--- src/rtl/trdb_stream_merger.sv ---
// -----------------------------------------------------------------------------
// trdb_stream_merger
//
// Merges NUM_CH trace packet-word streams (one per traced core) into a single
// registered output stream. Each channel has its own DEPTH-entry FIFO. The
// output register is refilled from the FIFOs in round-robin order. A full
// channel either backpressures its producer or drops words and counts the
// drops, depending on drop_mode_i. A flush request blocks new writes until
// every FIFO and the output register are empty, then pulses flush_done_o.
//
// Ports
//   clk_i         in   clock
//   rst_ni        in   asynchronous active-low reset
//   word_i        in   NUM_CH*XLEN   packet words, channel c at [c*XLEN +: XLEN]
//   word_valid_i  in   NUM_CH        per-channel word valid
//   stall_o       out  NUM_CH        per-channel backpressure
//   drop_mode_i   in   1             1 = drop when full, 0 = stall when full
//   flush_i       in   1             single-cycle drain request
//   flush_done_o  out  1             single-cycle drain-complete pulse
//   word_o        out  XLEN          merged output word (registered)
//   ch_id_o       out  clog2(NUM_CH) source channel of word_o (registered)
//   word_valid_o  out  1             word_o valid (registered)
//   stall_i       in   1             downstream not ready
//   drop_cnt_o    out  NUM_CH*CNT_W  per-channel saturating drop counters
//   drop_clr_i    in   1             clear all drop counters
// -----------------------------------------------------------------------------
module trdb_stream_merger #(
  parameter int XLEN   = 32,
  parameter int NUM_CH = 4,
  parameter int DEPTH  = 4,
  parameter int CNT_W  = 16
) (
  input  logic                      clk_i,
  input  logic                      rst_ni,
  input  logic [NUM_CH*XLEN-1:0]    word_i,
  input  logic [NUM_CH-1:0]         word_valid_i,
  output logic [NUM_CH-1:0]         stall_o,
  input  logic                      drop_mode_i,
  input  logic                      flush_i,
  output logic                      flush_done_o,
  output logic [XLEN-1:0]           word_o,
  output logic [$clog2(NUM_CH)-1:0] ch_id_o,
  output logic                      word_valid_o,
  input  logic                      stall_i,
  output logic [NUM_CH*CNT_W-1:0]   drop_cnt_o,
  input  logic                      drop_clr_i
);

  localparam int CH_W  = $clog2(NUM_CH);
  localparam int PTR_W = $clog2(DEPTH);
  localparam int LVL_W = PTR_W + 1;
  localparam logic [CNT_W-1:0] CNT_MAX = '1;

  typedef enum logic {
    FL_IDLE,
    FL_DRAIN
  } flush_state_e;

  // FIFO storage and bookkeeping
  logic [XLEN-1:0]   r_mem    [NUM_CH][DEPTH];
  logic [PTR_W-1:0]  r_wr_ptr [NUM_CH];
  logic [PTR_W-1:0]  r_rd_ptr [NUM_CH];
  logic [LVL_W-1:0]  r_level  [NUM_CH];
  logic [CNT_W-1:0]  r_drop_cnt [NUM_CH];

  // Output register and arbitration pointer
  logic              r_valid;
  logic [XLEN-1:0]   r_word;
  logic [CH_W-1:0]   r_ch;
  logic [CH_W-1:0]   r_last;

  // Flush control
  flush_state_e      r_fl_state;
  flush_state_e      w_fl_state_nxt;
  logic              r_done;
  logic              w_done_nxt;
  logic              w_flush;

  logic [XLEN-1:0]   w_word_in [NUM_CH];
  logic [NUM_CH-1:0] w_full;
  logic [NUM_CH-1:0] w_empty;
  logic [NUM_CH-1:0] w_push;
  logic [NUM_CH-1:0] w_pop;
  logic [NUM_CH-1:0] w_drop;
  logic              w_load;
  logic              w_grant_valid;
  logic [CH_W-1:0]   w_grant;
  logic [XLEN-1:0]   w_head;
  logic              w_all_empty;

  assign w_flush     = (r_fl_state == FL_DRAIN);
  assign w_load      = !r_valid || !stall_i;
  assign w_all_empty = (&w_empty) && !r_valid;
  assign w_head      = r_mem[w_grant][r_rd_ptr[w_grant]];

  // Per-channel status. Writes are gated by the registered level only, so a
  // pop in the same cycle never frees a slot for a simultaneous write.
  always_comb begin
    for (int c = 0; c < NUM_CH; c++) begin
      w_word_in[c] = word_i[c*XLEN +: XLEN];
      w_full[c]    = (r_level[c] == LVL_W'(DEPTH));
      w_empty[c]   = (r_level[c] == '0);
      w_push[c]    = word_valid_i[c] && !w_full[c] && !w_flush;
      w_drop[c]    = word_valid_i[c] && w_full[c] && drop_mode_i && !w_flush;
      w_pop[c]     = w_load && w_grant_valid && (w_grant == CH_W'(c));
      stall_o[c]   = (w_full[c] && !drop_mode_i) || w_flush;
    end
  end

  always_comb begin
    for (int c = 0; c < NUM_CH; c++) begin
      drop_cnt_o[c*CNT_W +: CNT_W] = r_drop_cnt[c];
    end
  end

  // Round-robin search: first non-empty FIFO starting after the last grant.
  // NOTE: every always_comb output gets a default before any conditional
  // assignment so no path leaves it unassigned, which would infer a latch.
  always_comb begin
    logic [CH_W-1:0] w_idx;
    w_grant_valid = 1'b0;
    w_grant       = '0;
    w_idx         = '0;
    for (int i = 0; i < NUM_CH; i++) begin
      w_idx = CH_W'((int'(r_last) + 1 + i) % NUM_CH);
      if (!w_grant_valid && !w_empty[w_idx]) begin
        w_grant_valid = 1'b1;
        w_grant       = w_idx;
      end
    end
  end

  // NOTE: the storage array is deliberately not reset; the levels and
  // pointers alone decide which entries hold live data.
  always_ff @(posedge clk_i) begin
    for (int c = 0; c < NUM_CH; c++) begin
      if (w_push[c]) r_mem[c][r_wr_ptr[c]] <= w_word_in[c];
    end
  end

  // NOTE: sequential state uses non-blocking assignments so every register
  // samples pre-edge values regardless of process evaluation order.
  always_ff @(posedge clk_i or negedge rst_ni) begin
    if (!rst_ni) begin
      for (int c = 0; c < NUM_CH; c++) begin
        r_wr_ptr[c] <= '0;
        r_rd_ptr[c] <= '0;
        r_level[c]  <= '0;
      end
    end else begin
      for (int c = 0; c < NUM_CH; c++) begin
        if (w_push[c]) r_wr_ptr[c] <= r_wr_ptr[c] + PTR_W'(1);
        if (w_pop[c])  r_rd_ptr[c] <= r_rd_ptr[c] + PTR_W'(1);
        r_level[c] <= r_level[c] + LVL_W'(w_push[c]) - LVL_W'(w_pop[c]);
      end
    end
  end

  // Drop counters saturate; a clear coinciding with a drop leaves a count of 1.
  always_ff @(posedge clk_i or negedge rst_ni) begin
    if (!rst_ni) begin
      for (int c = 0; c < NUM_CH; c++) r_drop_cnt[c] <= '0;
    end else begin
      for (int c = 0; c < NUM_CH; c++) begin
        if (drop_clr_i) begin
          r_drop_cnt[c] <= CNT_W'(w_drop[c]);
        end else if (w_drop[c] && (r_drop_cnt[c] != CNT_MAX)) begin
          r_drop_cnt[c] <= r_drop_cnt[c] + CNT_W'(1);
        end
      end
    end
  end

  // Output register: refilled whenever it is empty or being consumed, and
  // otherwise held so the word stays stable under downstream stall.
  always_ff @(posedge clk_i or negedge rst_ni) begin
    if (!rst_ni) begin
      r_valid <= 1'b0;
      r_word  <= '0;
      r_ch    <= '0;
      r_last  <= CH_W'(NUM_CH - 1);
    end else if (w_load) begin
      r_valid <= w_grant_valid;
      if (w_grant_valid) begin
        r_word <= w_head;
        r_ch   <= w_grant;
        r_last <= w_grant;
      end
    end
  end

  assign word_o       = r_word;
  assign ch_id_o      = r_ch;
  assign word_valid_o = r_valid;
  assign flush_done_o = r_done;

  // Flush FSM: a request while draining is ignored; completion is seen one
  // edge after everything is empty, so an idle flush completes on the next edge.
  always_comb begin
    w_fl_state_nxt = r_fl_state;
    w_done_nxt     = 1'b0;
    case (r_fl_state)
      FL_IDLE:  if (flush_i) w_fl_state_nxt = FL_DRAIN;
      FL_DRAIN: if (w_all_empty) begin
        w_fl_state_nxt = FL_IDLE;
        w_done_nxt     = 1'b1;
      end
    endcase
  end

  always_ff @(posedge clk_i or negedge rst_ni) begin
    if (!rst_ni) begin
      r_fl_state <= FL_IDLE;
      r_done     <= 1'b0;
    end else begin
      r_fl_state <= w_fl_state_nxt;
      r_done     <= w_done_nxt;
    end
  end

endmodule

--- config.mk ---
export PLATFORM = sky130hd
export DESIGN_NAME = trdb_stream_merger
export DESIGN_NICKNAME = d
export VERILOG_FILES = /design/src/rtl/trdb_stream_merger.sv
export SDC_FILE = /design/constraint.sdc
export NUM_CORES = 1
export LEC_CHECK = 0
export ABC_CLOCK_PERIOD_IN_PS = 3750
export CAP_MARGIN = 25
export CORE_UTILIZATION = 35
export CTS_BUF_LIST = sky130_fd_sc_hd__clkbuf_16
export CTS_CLUSTER_DIAMETER = 40
export CTS_CLUSTER_SIZE = 12
export DETAILED_ROUTE_END_ITERATION = 10
export GPL_TIMING_DRIVEN = 0
export HOLD_SLACK_MARGIN = 0.05
export REMOVE_ABC_BUFFERS = 1
export SETUP_SLACK_MARGIN = 0.05
export SYNTH_ARGS = -nofsm -noshare
export SYNTH_HDL_FRONTEND = slang
export SYNTH_SLANG_ARGS = --single-unit
export TNS_END_PERCENT = 100
--- constraint.sdc ---
create_clock -name clk_i -period 3.75 [get_ports clk_i]
set_clock_uncertainty 0.05 [all_clocks]
set_input_delay 0.375 -clock clk_i [delete_from_list [all_inputs] [get_ports clk_i]]
set_output_delay 0.375 -clock clk_i [all_outputs]
set_load 0.02 [all_outputs]
### After elaboration in Yosys (flattened, before gate mapping)

Memories as Yosys holds them, arrays and structs flattened.
Cells that the tools add are included.

| operators by class | value |
|---|---|
| equality and inequality tests | 11 |
| reduce and logical (&&, ||, !) cells | 70 |
| multiplexer cells | 51 |
| bitwise logic cells | 7 |
| add/sub/neg operators | 24 |
| magnitude comparators | 14 |

Operators by type and width:

| kind | count |
|---|---|
| $mux 128 | 4 |
| $demux 32 s2 | 4 |
| $mux 32 | 6 |
| $mux 16 | 8 |
| $add 16x1->16 const B | 4 |
| $bmux 32 s2 | 1 |
| $ne 16x16->1 const B | 4 |
| $logic_and 1x1->1 | 41 |
| $add 2x1->2 const B | 9 |
| $ge 3x3->1 const B | 6 |
| $not 2->3 | 6 |
| $mux 1 | 16 |
| $logic_not 1->1 | 13 |
| $add 3x1->3 | 4 |
| $eq 3x3->1 const B | 4 |
| $logic_not 3->1 | 4 |
| $lt 2x3->1 const B | 4 |
| $lt 3x1->1 const B | 4 |
| $mux 2 | 6 |
| $sub 3x1->3 | 4 |
| $bmux 1 s2 | 4 |
| $reduce_bool 2->1 | 4 |
| $add 2x2->2 const B | 3 |
| $logic_or 1x1->1 | 5 |
| 8 further kinds | 9 |

| word-level totals | value |
|---|---|
| memory bits (writable) | 512 |
| output and inout bits | 104 |
| flip-flop bits (word level) | 131 |
| memories | 1 |
| logic and storage cells | 200 |
| bits of input ports | 138 |

Memories:

| memory | words | bits a word | rd ports | clocked after Yosys merged registers in | write ports | line | RTL |
|---|---|---|---|---|---|---|---|
| r_mem | 4 | 128 | 1 | 0 | 4 | 60 | `logic [XLEN-1:0] r_mem [NUM_CH][DEPTH];` |

### Logic depth before layout (Yosys ltp)

| logic depth | value |
|---|---|
| word-level depth | 21 |
| depth in mapped cells | 15 |
| depth with buffers taken out | 12 |

### Worst setup path after synthesis

No wires, ideal clock.

| path | value |
|---|---|
| kind | register -> register |
| start | reg r_level[1] in the netlist's numbering |
| end | reg r_level[8] in the netlist's numbering |
| data required time | 3.572 ns |
| path buffers | 2 |
| setup time | 0.128 ns |
| data arrival time | 3.060 ns |
| slack | 0.512 ns |
| clock period less this slack | 3.238 ns |
| cell stages (with the launch flop) | 14 |
| path through | dfrtp_1 -> o31a_1 -> o32ai_1 -> nor3_1 -> buf_2 -> buf_2 -> nor3_1 -> ha_1 -> inv_1 -> ha_1 -> inv_1 -> fa_1 -> xnor2_1 -> xnor2_1 |

| between the ends | value |
|---|---|
| cells in the longest elaborated chain, start to end | 15 |
| elaborated cells between the ends (all ways) | 29 |
| those cells by class | add/sub (1); eq/ne (1); mux (16); reduce/logical (11) |

RTL lines:

| element | line | RTL |
|---|---|---|
| from (decl) | 63 | `logic [LVL_W-1:0] r_level [NUM_CH];` |
| from (signal, indexed assignment) | 154 | `r_level[c] <= r_level[c] + LVL_W'(w_push[c]) - LVL_W'(w_pop[c]);` |
| $logic_not 3->1 * | 102 | `w_empty[c] = (r_level[c] == '0);` |
| $bmux 1 s2 | 126 | `if (!w_grant_valid && !w_empty[w_idx]) begin` |
| $mux 1 (implied by the code) | 126 |  |
| $logic_not 1->1 | 126 |  |
| $logic_and 1x1->1 | 126 |  |
| $mux 1 | 126 |  |
| $logic_not 1->1 | 126 |  |
| $logic_and 1x1->1 | 126 |  |
| $mux 1 | 126 |  |
| $logic_not 1->1 | 126 |  |
| $logic_and 1x1->1 | 126 |  |
| $mux 2 or $mux 1 (tied branches) | 126 |  |
| $eq 2x1->1 or $logic_and 1x1->1 (tied branches) | 105 | `w_pop[c] = w_load && w_grant_valid && (w_grant == CH_W'(c));` |
| $logic_and 1x1->1 * | 105 |  |
| net w_pop[1] | 83 | `logic [NUM_CH-1:0] w_pop;` |
| $sub 3x1->3 * | 154 |  |

The timed path passes the listed nets; every way through them passes the cells marked *. The select of a mux whose other input is x is not followed.
A chain may end at the register's enable or synchronous reset.

### Final worst setup path

| path | value |
|---|---|
| start | reg r_level[1] in the netlist's numbering |
| end | reg r_word[7], in the netlist word_o[7] |

| between the ends | value |
|---|---|
| cells in the longest elaborated chain, start to end | 20 |
| elaborated cells between the ends (all ways) | 35 |
| those cells by class | mux (22); bitwise (2); reduce/logical (10); memory (1) |

RTL lines:

| element | line | RTL |
|---|---|---|
| $logic_not 3->1 * | 102 |  |
| $bmux 1 s2 | 126 |  |
| $mux 1 (implied by the code) | 126 |  |
| $logic_not 1->1 | 126 |  |
| $logic_and 1x1->1 | 126 |  |
| $mux 1 | 126 |  |
| $logic_not 1->1 | 126 |  |
| $logic_and 1x1->1 | 126 |  |
| [... 2 more ...] | - |  |
| $logic_and 1x1->1 | 126 |  |
| $mux 2 | 126 |  |
| $not 2->3 (implied by the code) | 94 | `assign w_head = r_mem[w_grant][r_rd_ptr[w_grant]];` |
| $bmux 2 s2 | 94 |  |
| $mux 2 (implied by the code) (2 in series) | 94 |  |
| $not 2->3 (implied by the code) | 94 |  |
| $bmux 32 s2 | 94 |  |
| $mux 32 (implied by the code) (2 in series) | 94 |  |
| to (signal assigned) | 185 | `r_word <= w_head;` |
| to (decl) | 68 | `logic [XLEN-1:0] r_word;` |

Mark *: on every way between the ends. The rest lies on a longest branch, timed or not. The select of a mux whose other input is x is not followed.

==> results.md <==
* Critical Path RT at 4.21 ns
* Die W at ~280 um
* Initial Utilization at 35.5%
* Vias post-DR at 18.1k
* Status: complete, no violations
* H-Tree Depth at 3
* Lkg Pwr at 12.2 nW
* Post-synthesis async set-or-reset flop share at 20.4%
* Drt first pass iters at 5
* Crit Path Max Fanout at 10
* Cts bufs inserted at 90
* GRT Total Usage at roughly a fifth
* Post-synth cell types at 52
* ANT nets after route at 0
* CTS tree: done
* Core Region at 74700 um^2
* Die Area at 76800 um^2
* Die Y at roughly 280 um
* CP Cell Sequence: o31a_1 -> o32ai_1 -> nor4_1 -> o21ai_1 -> nand3_2 -> a211oi_1 -> a211oi_2
* Remaining global-route overflow at 0
* Comb pwr share at between 40% and 50%
* Switching pwr at approximately 12 mW
* Number of flops mapped to enable cells by yosys at 512
* Ports at 242
* CTS root buf: clkbuf_16
* # DRC at 0
* Vias in the first global route at 18.3k
* Commonest non-fill, non-tap cell in the layout: edfxtp_1
* Clk_lat worst skew at approximately 0.66 ns
* Vias per cell at 5.52
* Hold/Removal Path Class: primary input to asynchronous set/reset pin
* Post-synth top flop: edfxtp_1
* Min Tclk post-route at 3.57 ns
* Sequential share of the synthesized area at 70.4%
* Slew @ Worst Pin at 1.01 ns
* Pint at roughly 19 mW
* Antenna violations before repair at 9
* Most frequent cells in the layout: edfxtp_1, clkdlybuf4s50_1, nand2_1
* RSZ-0062 raised after global routing: false
* GP Congestion at 0.792
* Cell Area, Placed at roughly 31000 um^2
* First-pass GRT wire length at 119 mm
* CP arrival at roughly 4.0 ns
* DR iter-0 viols at 1584
* CP top delay family: compound AO/OA/AOI/OAI gates
* Syn-to-layout area delta at 29.2%
* Max IR drop VDD at 0.829 mV
* Achievable Freq at 280 MHz
* Slowest stage delay, CP at roughly 0.71 ns
* Synth warn at 0
* WS Path Type: flip-flop to flip-flop
* Sw Share at between 30% and 40%
* CP max-delay cell: o32ai_1
* Buffers on Ports at 241
* Synth Register Bits at 643
* Clock power frac at between 20 and 30%
* Worst-case clock buffer depth at 3
* Crit start category: flip-flop
* Placed cells at slightly above 3k
* Setup TNS at 0 ns
* Slew headroom at 33.0%
* CTS clock-pin slew for the worst setup and hold paths at 0.05 ns
* Routed wire length per instance at about 25 um
* Pwr/cell area at 926 nW/um^2
* Reg power frac at about a quarter
* Max-slew violation total from the final report at 0
* Fin util at between 40% and 50%
* Setup WS pre-CTS at -0.679 ns
* Largest net degree at the start of global routing at 80
* Layout cells sized above 1 at 13.5%
* Setup violations, final at 0
* Max-cap violations at 0
* WL final at 81.8 mm
* Buffers & Inverters on Critical Path at 0
* Mapped Avg Cell Area at 13.7 um^2
* CP Capture Type: flip-flop
* Final worst-path cycle share at 95.2%
* Layout net count at 2398
* Final setup margin at 0.179 ns
* Final Cell Area at 34200 um^2
* Clock sink count at 643
* Final hold violation count at 0
* HPWL after DPL at 50.3 mm
* # rows at 100
* Final std cells w/o fill at 3279
* Post-Syn Area at 26500 um^2
* Post-Syn Instances at 1929
-- sequential cells by signal (all words and copies together) (netlist names) --
name,cells
r_level,12
drop_cnt_o,64
r_last,2
r_rd_ptr,8
ch_id_o,2
word_o,32
flush_done_o,1
r_mem,512
r_fl_state,1
word_valid_o,1
r_wr_ptr,8
-- logic make-up after synthesis --
kind of cell | synth area share [%]
multiplexers | 2.57
XOR/XNOR | 2.25
buffers and inverters | 2.44
AO/OA/AOI/OAI | 12.1
adder cells (fa/ha/maj) | 1.62
flip-flops | 70.4
AND/OR/NAND/NOR | 8.59
-- synth_stat cells, drive strengths merged (14+ instances only) --
| library cell | instances | area [um^2] |
|---|---|---|
| a21oi | 207 | 1040 |
| a22oi | 96 | 721 |
| nand2 | 234 | 878 |
| a221oi | 64 | 561 |
| nand4 | 24 | 150 |
| ha | 28 | 350 |
| xnor2 | 29 | 254 |
| xor2 | 39 | 342 |
| nand3 | 20 | 105 |
| dfrtp | 129 | 3230 |
| inv | 34 | 128 |
| buf | 44 | 229 |
| edfxtp | 512 | 15400 |
| and3 | 38 | 238 |
| nor2 | 103 | 387 |
| mux2i | 68 | 681 |
| and2 | 18 | 113 |
| o21ai | 14 | 70.1 |
| clkbuf | 77 | 289 |
| a211oi | 65 | 618 |
-- power by group through the flow --
stage	clock, mW	sequential (mW)	combinational (mW)
after global placement	0	8.45	5.56
after floorplan	0	8.62	4.87
final	9.04	8.43	14.2
after CTS	9.18	8.42	13.9
after global routing	9.48	8.46	15.2
after detailed placement	0	8.54	13.5
-- cell type report --
| class | instances | area, um^2 |
|---|---|---|
| sequential | 643 | 18700 |
| clock buffer | 90 | 2250 |
| inverter | 34 | 128 |
| timing repair buffer | 324 | 3580 |
| fill | 6405 | 40500 |
| antenna | 6 | 15.0 |
| clock inverter | 78 | 1010 |
| multi-input combinational | 1135 | 7380 |
| tap | 969 | 1210 |
-- per-layer routing --
metal	vias up	global-route usage [%]	wire length, um
li1	7939	-	-
met1	9176	27.1	33500
met2	813	35.1	40000
met3	167	3.50	5940
met4	4	7.26	2350
met5	-	0	20
-- repair_timing --
action / in CTS / in global routing
hold buffers: 2 / 0
gates resized for setup: 8 / 3
cloned: 2 / 2
hold endpoints to repair: 56 / 0
setup endpoints to repair: 33 / 20
pin swaps: 5 / 7
buffers inserted: 6 / 7
-- final timing paths --
kind / start / to / slack (ns) / depth (start not counted)
setup reg to reg: r_level[1] / word_o[7] / 0.18 / 7
hold reg to reg: r_rd_ptr[5] / r_rd_ptr[5] / 0.43 / 1
hold / removal: rst_ni / drop_cnt_o[38] / 0.18 / 2
max in group asynchronous: rst_ni / word_o[0] / 2.58 / 3
min in group clk_i: word_i[42] / r_mem[1][10] / 0.30 / 1
setup / recovery: r_level[1] / word_o[7] / 0.18 / 7
-- through the flow --
stage                     hold WS (ns)  power [mW]
after detailed placement         0.276        22.1
after global placement           0.410        14.0
after CTS                        0.177        31.5
after global routing             0.228        33.2
after floorplan                 0.0294        13.5
final                            0.179        31.7
No activity file was read; power rests on OpenSTA's default activity.
